File: src/rtl/vga_timing_generator.sv
// -----------------------------------------------------------------------------
// vga_timing_generator
//
// Generates horizontal/vertical VGA sync, the display-enable window, pixel
// coordinates and pixel/line/frame start markers from a single system clock.
// A clock divider produces one pixel period every CLK_DIV clk cycles; the
// horizontal and vertical counters advance once per pixel period.
//
// Every output is a register loaded from a decode of the internal counters, so
// all outputs trail the counters by exactly one clk and are mutually aligned.
//
// Ports
//   clk          in   system clock
//   reset        in   synchronous, active-high reset (overrides enable)
//   enable       in   1 = run, 0 = freeze counters and all outputs
//   hsynq        out  horizontal sync, level SYNC_POL while active
//   vsynq        out  vertical sync, level SYNC_POL while active
//   display      out  1 inside the visible H_DISPLAY x V_DISPLAY window
//   pixel_x      out  horizontal count, 0..H_TOTAL-1
//   pixel_y      out  vertical count, 0..V_TOTAL-1
//   pixel_start  out  1 on the first clk of each pixel period
//   line_start   out  pixel_start at pixel_x == 0
//   frame_start  out  line_start at pixel_y == 0
// -----------------------------------------------------------------------------
module vga_timing_generator #(
    parameter int H_DISPLAY = 640,
    parameter int H_FRONT   = 16,
    parameter int H_SYNC    = 96,
    parameter int H_BACK    = 48,
    parameter int V_DISPLAY = 480,
    parameter int V_FRONT   = 10,
    parameter int V_SYNC    = 2,
    parameter int V_BACK    = 33,
    parameter int CLK_DIV   = 2,
    parameter bit SYNC_POL  = 1'b0,
    parameter int CNT_W     = 10
) (
    input  logic             clk,
    input  logic             reset,
    input  logic             enable,
    output logic             hsynq,
    output logic             vsynq,
    output logic             display,
    output logic [CNT_W-1:0] pixel_x,
    output logic [CNT_W-1:0] pixel_y,
    output logic             pixel_start,
    output logic             line_start,
    output logic             frame_start
);

    localparam int H_TOTAL = H_DISPLAY + H_FRONT + H_SYNC + H_BACK;
    localparam int V_TOTAL = V_DISPLAY + V_FRONT + V_SYNC + V_BACK;
    localparam int DIV_W   = (CLK_DIV > 1) ? $clog2(CLK_DIV) : 1;

    localparam logic [DIV_W-1:0] DIV_LAST   = DIV_W'(CLK_DIV - 1);
    localparam logic [CNT_W-1:0] H_LAST     = CNT_W'(H_TOTAL - 1);
    localparam logic [CNT_W-1:0] V_LAST     = CNT_W'(V_TOTAL - 1);
    localparam logic [CNT_W-1:0] H_VISIBLE  = CNT_W'(H_DISPLAY);
    localparam logic [CNT_W-1:0] V_VISIBLE  = CNT_W'(V_DISPLAY);
    localparam logic [CNT_W-1:0] H_SYNC_BEG = CNT_W'(H_DISPLAY + H_FRONT);
    localparam logic [CNT_W-1:0] H_SYNC_END = CNT_W'(H_DISPLAY + H_FRONT + H_SYNC);
    localparam logic [CNT_W-1:0] V_SYNC_BEG = CNT_W'(V_DISPLAY + V_FRONT);
    localparam logic [CNT_W-1:0] V_SYNC_END = CNT_W'(V_DISPLAY + V_FRONT + V_SYNC);

    logic [DIV_W-1:0] div_cnt;
    logic [CNT_W-1:0] h_cnt;
    logic [CNT_W-1:0] v_cnt;

    logic tick;
    logic h_wrap;
    logic v_wrap;
    logic h_sync_act;
    logic v_sync_act;
    logic display_nxt;
    logic pixel_start_nxt;
    logic line_start_nxt;
    logic frame_start_nxt;

    // Decode of the current counter state; registered below.
    always_comb begin
        tick            = enable && (div_cnt == DIV_LAST);
        h_wrap          = (h_cnt == H_LAST);
        v_wrap          = (v_cnt == V_LAST);
        h_sync_act      = (h_cnt >= H_SYNC_BEG) && (h_cnt < H_SYNC_END);
        v_sync_act      = (v_cnt >= V_SYNC_BEG) && (v_cnt < V_SYNC_END);
        display_nxt     = (h_cnt < H_VISIBLE) && (v_cnt < V_VISIBLE);
        pixel_start_nxt = (div_cnt == '0);
        line_start_nxt  = pixel_start_nxt && (h_cnt == '0);
        frame_start_nxt = line_start_nxt && (v_cnt == '0);
    end

    // Pixel divider and raster counters. Wraps use equality against the last
    // legal value, so the counters never leave their range.
    // NOTE: non-blocking assignments so every register samples pre-edge values.
    always_ff @(posedge clk) begin
        if (reset) begin
            div_cnt <= '0;
            h_cnt   <= '0;
            v_cnt   <= '0;
        end else if (enable) begin
            if (tick) begin
                div_cnt <= '0;
                if (h_wrap) begin
                    h_cnt <= '0;
                    v_cnt <= v_wrap ? '0 : v_cnt + CNT_W'(1);
                end else begin
                    h_cnt <= h_cnt + CNT_W'(1);
                end
            end else begin
                div_cnt <= div_cnt + DIV_W'(1);
            end
        end
    end

    // Output registers: one clk behind the counters. With enable low they
    // hold, so the start markers stay at their last value instead of pulsing.
    always_ff @(posedge clk) begin
        if (reset) begin
            hsynq       <= ~SYNC_POL;
            vsynq       <= ~SYNC_POL;
            display     <= 1'b0;
            pixel_x     <= '0;
            pixel_y     <= '0;
            pixel_start <= 1'b0;
            line_start  <= 1'b0;
            frame_start <= 1'b0;
        end else if (enable) begin
            hsynq       <= h_sync_act ? SYNC_POL : ~SYNC_POL;
            vsynq       <= v_sync_act ? SYNC_POL : ~SYNC_POL;
            display     <= display_nxt;
            pixel_x     <= h_cnt;
            pixel_y     <= v_cnt;
            pixel_start <= pixel_start_nxt;
            line_start  <= line_start_nxt;
            frame_start <= frame_start_nxt;
        end
    end

endmodule
File: config.mk
export PLATFORM = sky130hd
export DESIGN_NAME = vga_timing_generator
export DESIGN_NICKNAME = d
export VERILOG_FILES = /design/src/rtl/vga_timing_generator.sv
export SDC_FILE = /design/constraint.sdc
export NUM_CORES = 1
export LEC_CHECK = 0
export ABC_AREA = 1
export BUFFER_PORTS_ARGS = -buffer_cell sky130_fd_sc_hd__buf_2
export CORE_AREA = 2 2 63 65
export CTS_CLUSTER_DIAMETER = 120
export DETAILED_ROUTE_END_ITERATION = 6
export DIE_AREA = 0 0 65 67
export PLACE_DENSITY = 0.81
export SYNTH_ARGS = -nofsm -noshare
export SYNTH_HDL_FRONTEND = slang
export SYNTH_SLANG_ARGS = --single-unit
File: constraint.sdc
create_clock -name clk -period 3.1 [get_ports clk]
set_input_delay 0.155 -clock clk [delete_from_list [all_inputs] [get_ports clk]]
set_output_delay 0.155 -clock clk [all_outputs]
set_load 0.01 [all_outputs]
==> run_results.csv <==
group,metric,value,unit
status,status,"completed",
global_routing,antenna_found_initial,0,
detailed_routing,first_iter_violations,129,
logic_synthesis,syn_area,2150,µm²
logic_synthesis,ys_ff_latch,47,
global_routing,grt_pass1_vias,1866,
final_layout,layout-drive-gt1-share,14.9,%
cts,cts_tree,"done",
sta,timing.final.max_slew_violations,0,
global_routing,grt_pass1_wl,8230,µm
setup_path,ff2ff_path_depth,9,
setup_path,critPathKind,"reg2reg",
logic_synthesis,synth_top_area_share,43.8,%
logic_synthesis,syn_avg_cell_area,7.18,µm²
cts,post-cts-setup-buffer-count,0,
floorplan,initial_core_util,59.6,%
cts,clk_pin_slew,90,ps
detailed_routing,vias,1995,
min_path,hold_path.class,"in2reg",
detailed_routing,drt-total-wl,4780,µm
setup_path,end_kind,"register",
global_routing,grt-ovfl-total,0,
sta,fin_skew,12.6,ps
logic_synthesis,synth-edff-count,0,
sta,worst_pin_slew,712,ps
sta,slew_headroom,52.5,%
job,cap_viol_max_count,0,
setup_path,rr_endpoint,"v_cnt[6]",
final_layout,regArea,941,µm²
logic_synthesis,syn_inst,299,
final_layout,final_area,2420,µm²
logic_synthesis,ys_top_cells_by_count,"58 x nand2_1, 47 x dfxtp_1, 37 x nor2_1",
detailed_routing,antenna_left,0,
placement,place_hpwl,3630,µm
cts,numCtsBuffers,5,
global_routing,grt_usage,25.1,%
sta,rsz0062_at_grt,"no",
logic_synthesis,synth_area_leaders,"dfxtp_1 44%, nand2_1 10%, a21oi_1 6.8%, nor2_1 6.5%, inv_1 5.9%",
detailed_routing,avgViaCountPerCell,5.31,
min_path,min_from,"reset",
logic_synthesis,yosysSeqAreaShare,43.8,%
final_layout,finalNetCount,335,
floorplan,die_area,4360,µm²
sta,finalCritPeriodShare,46.4,%
cts,root_buffer,"clkbuf_8",
floorplan,die_h,67,µm
logic_synthesis,synth.most_common_cell,"nand2_1",
logic_synthesis,ys.flop_type,"dfxtp_1",
setup_path,cp_max_fo,6,
floorplan,core,3610,µm²
setup_path,reg2reg_slack,1660,ps
final_layout,fill_cells,322,
logic_synthesis,syn_nets,307,
cts,holdBufCountCts,0,
setup_path,cp.arrival,1690,ps
sta,hold_viol_final,0,
sta,finalCriticalPeriod,1440,ps
floorplan,ioPinCount,29,
setup_path,startpoint_type,"register",
power_and_ir_drop,ir_drop,0.353,mV
final_layout,area_growth,12.5,%
global_routing,grt_start_max_net_pins,44,
sta,tns,0,ps
cts,clock_latency,310,ps
cts,clockBufferDepth,2,
setup_path,reg2reg_from,"v_cnt[1]",
cts,ctsResizeCount,0,
cts,cts_sinks,47,
placement,gp_congestion,0.921,
power_and_ir_drop,power.leakage,1.07,nW
final_layout,n_antenna_cell,0,
placement,placed_cell_area,2320,µm²
setup_path,cp.required,3350,ps
min_path,hold_path_end,"v_cnt[8]",
logic_synthesis,async_reset_ff_share,0,%
logic_synthesis,yosys.cell_types.count,27,
floorplan,die_w,65,µm
sta,finalSetupViolations,0,
floorplan,num_rows,22,
placement,portBuffers,28,
detailed_routing,drc,0,
logic_synthesis,yosys.area.top_type,"dfxtp_1",
detailed_routing,avgRoutedWirePerCell,12.7,µm
min_path,holdPathStages,2,
sta,fmax,0.695,GHz
cts,htreeDepth,2,
detailed_routing,drtPass1Iterations,4,
final_layout,multiInputGateArea,1030,µm²
power_and_ir_drop,powerDensity,458,nW/µm²
logic_synthesis,yosysWarnings,0,
power by group:
group	internal (mW)	switching, mW
registers	0.624	0.0108
clock network	0.166	0.219
logic	0.0319	0.0559
total	0.822	0.285
worst max-delay path by stage:
stage	start	endpoint	slack, ps	depth (start not counted)
after floorplan	h_cnt[0]	v_cnt[9]	1860	8
after global placement	reset	v_cnt[9]	1650	6
after detailed placement	reset	v_cnt[6]	1600	6
after global routing	h_cnt[1]	h_cnt[6]	1520	7
after CTS	v_cnt[1]	v_cnt[6]	1670	9
final	v_cnt[1]	v_cnt[6]	1660	9
stage by stage:
step	hold slack, ps	total power [mW]	utilization [%]	setup slack, ps	std cells
2_1_floorplan	233	0.706	-	1860	299
3_3_place_gp	454	0.734	64.4	1650	368
3_5_place_dp	460	0.737	64.4	1600	368
4_1_cts	203	1.11	67.0	1670	376
5_1_grt	215	1.16	67.0	1520	376
6_report	214	1.11	67.0	1660	376
flip-flops by register name (all words and copies together) (netlist names):
| signal | cells |
|---|---|
| h_cnt | 10 |
| pixel_x | 10 |
| pixel_y | 10 |
| v_cnt | 10 |
| display | 1 |
| div_cnt | 1 |
| frame_start | 1 |
| hsynq | 1 |
| line_start | 1 |
| pixel_start | 1 |
| vsynq | 1 |
area by class of cell:
class,instances,share of cell area (%)
clock inverters,3,1.09
repair buffers,29,6.11
inverters,38,5.90
well taps,48,2.48
clock buffers,5,2.85
flip-flops and latches,47,38.9
multi-input cells,206,42.7
cells in the final DEF, fill, tap and decap left out, drive strengths merged:
master	n
inv	37
nor3	7
xor2	1
buf	29
dfxtp	47
a211oi	2
nor2	42
clkinv	4
nand2	64
ha	5
a21oi	29
a21boi	1
nand4	9
o22ai	1
nand3	19
nor3b	1
o21ai	24
o211ai	1
clkbuf	5
logic make-up after synthesis:
logic type | share of synthesized area, %
flip-flops | 43.8
adder cells (fa/ha/maj) | 2.91
XOR/XNOR | 0.408
AO/OA/AOI/OAI | 14.0
AND/OR/NAND/NOR | 30.6
buffers and inverters | 8.21
worst max-delay path, stage by stage (launching register included):
cell and delay [ps]:
dfxtp_1 430, inv_1 110, ha_1 210, nand3_1 80, nor2_1 40, nand2_1 110
nand2_1 120, nand2_4 130, nand2_1 50, nor2_1 90
per-layer routing:
layer | vias to the layer above | track usage, % | routed length (µm)
li1 | 1039 | - | -
met1 | 889 | 29.1 | 2140
met2 | 55 | 43.4 | 2250
met3 | 12 | 6.76 | 264
met4 | 0 | 10.9 | 122
met5 | - | 0 | 0
Power figures use the tool's default switching activity.
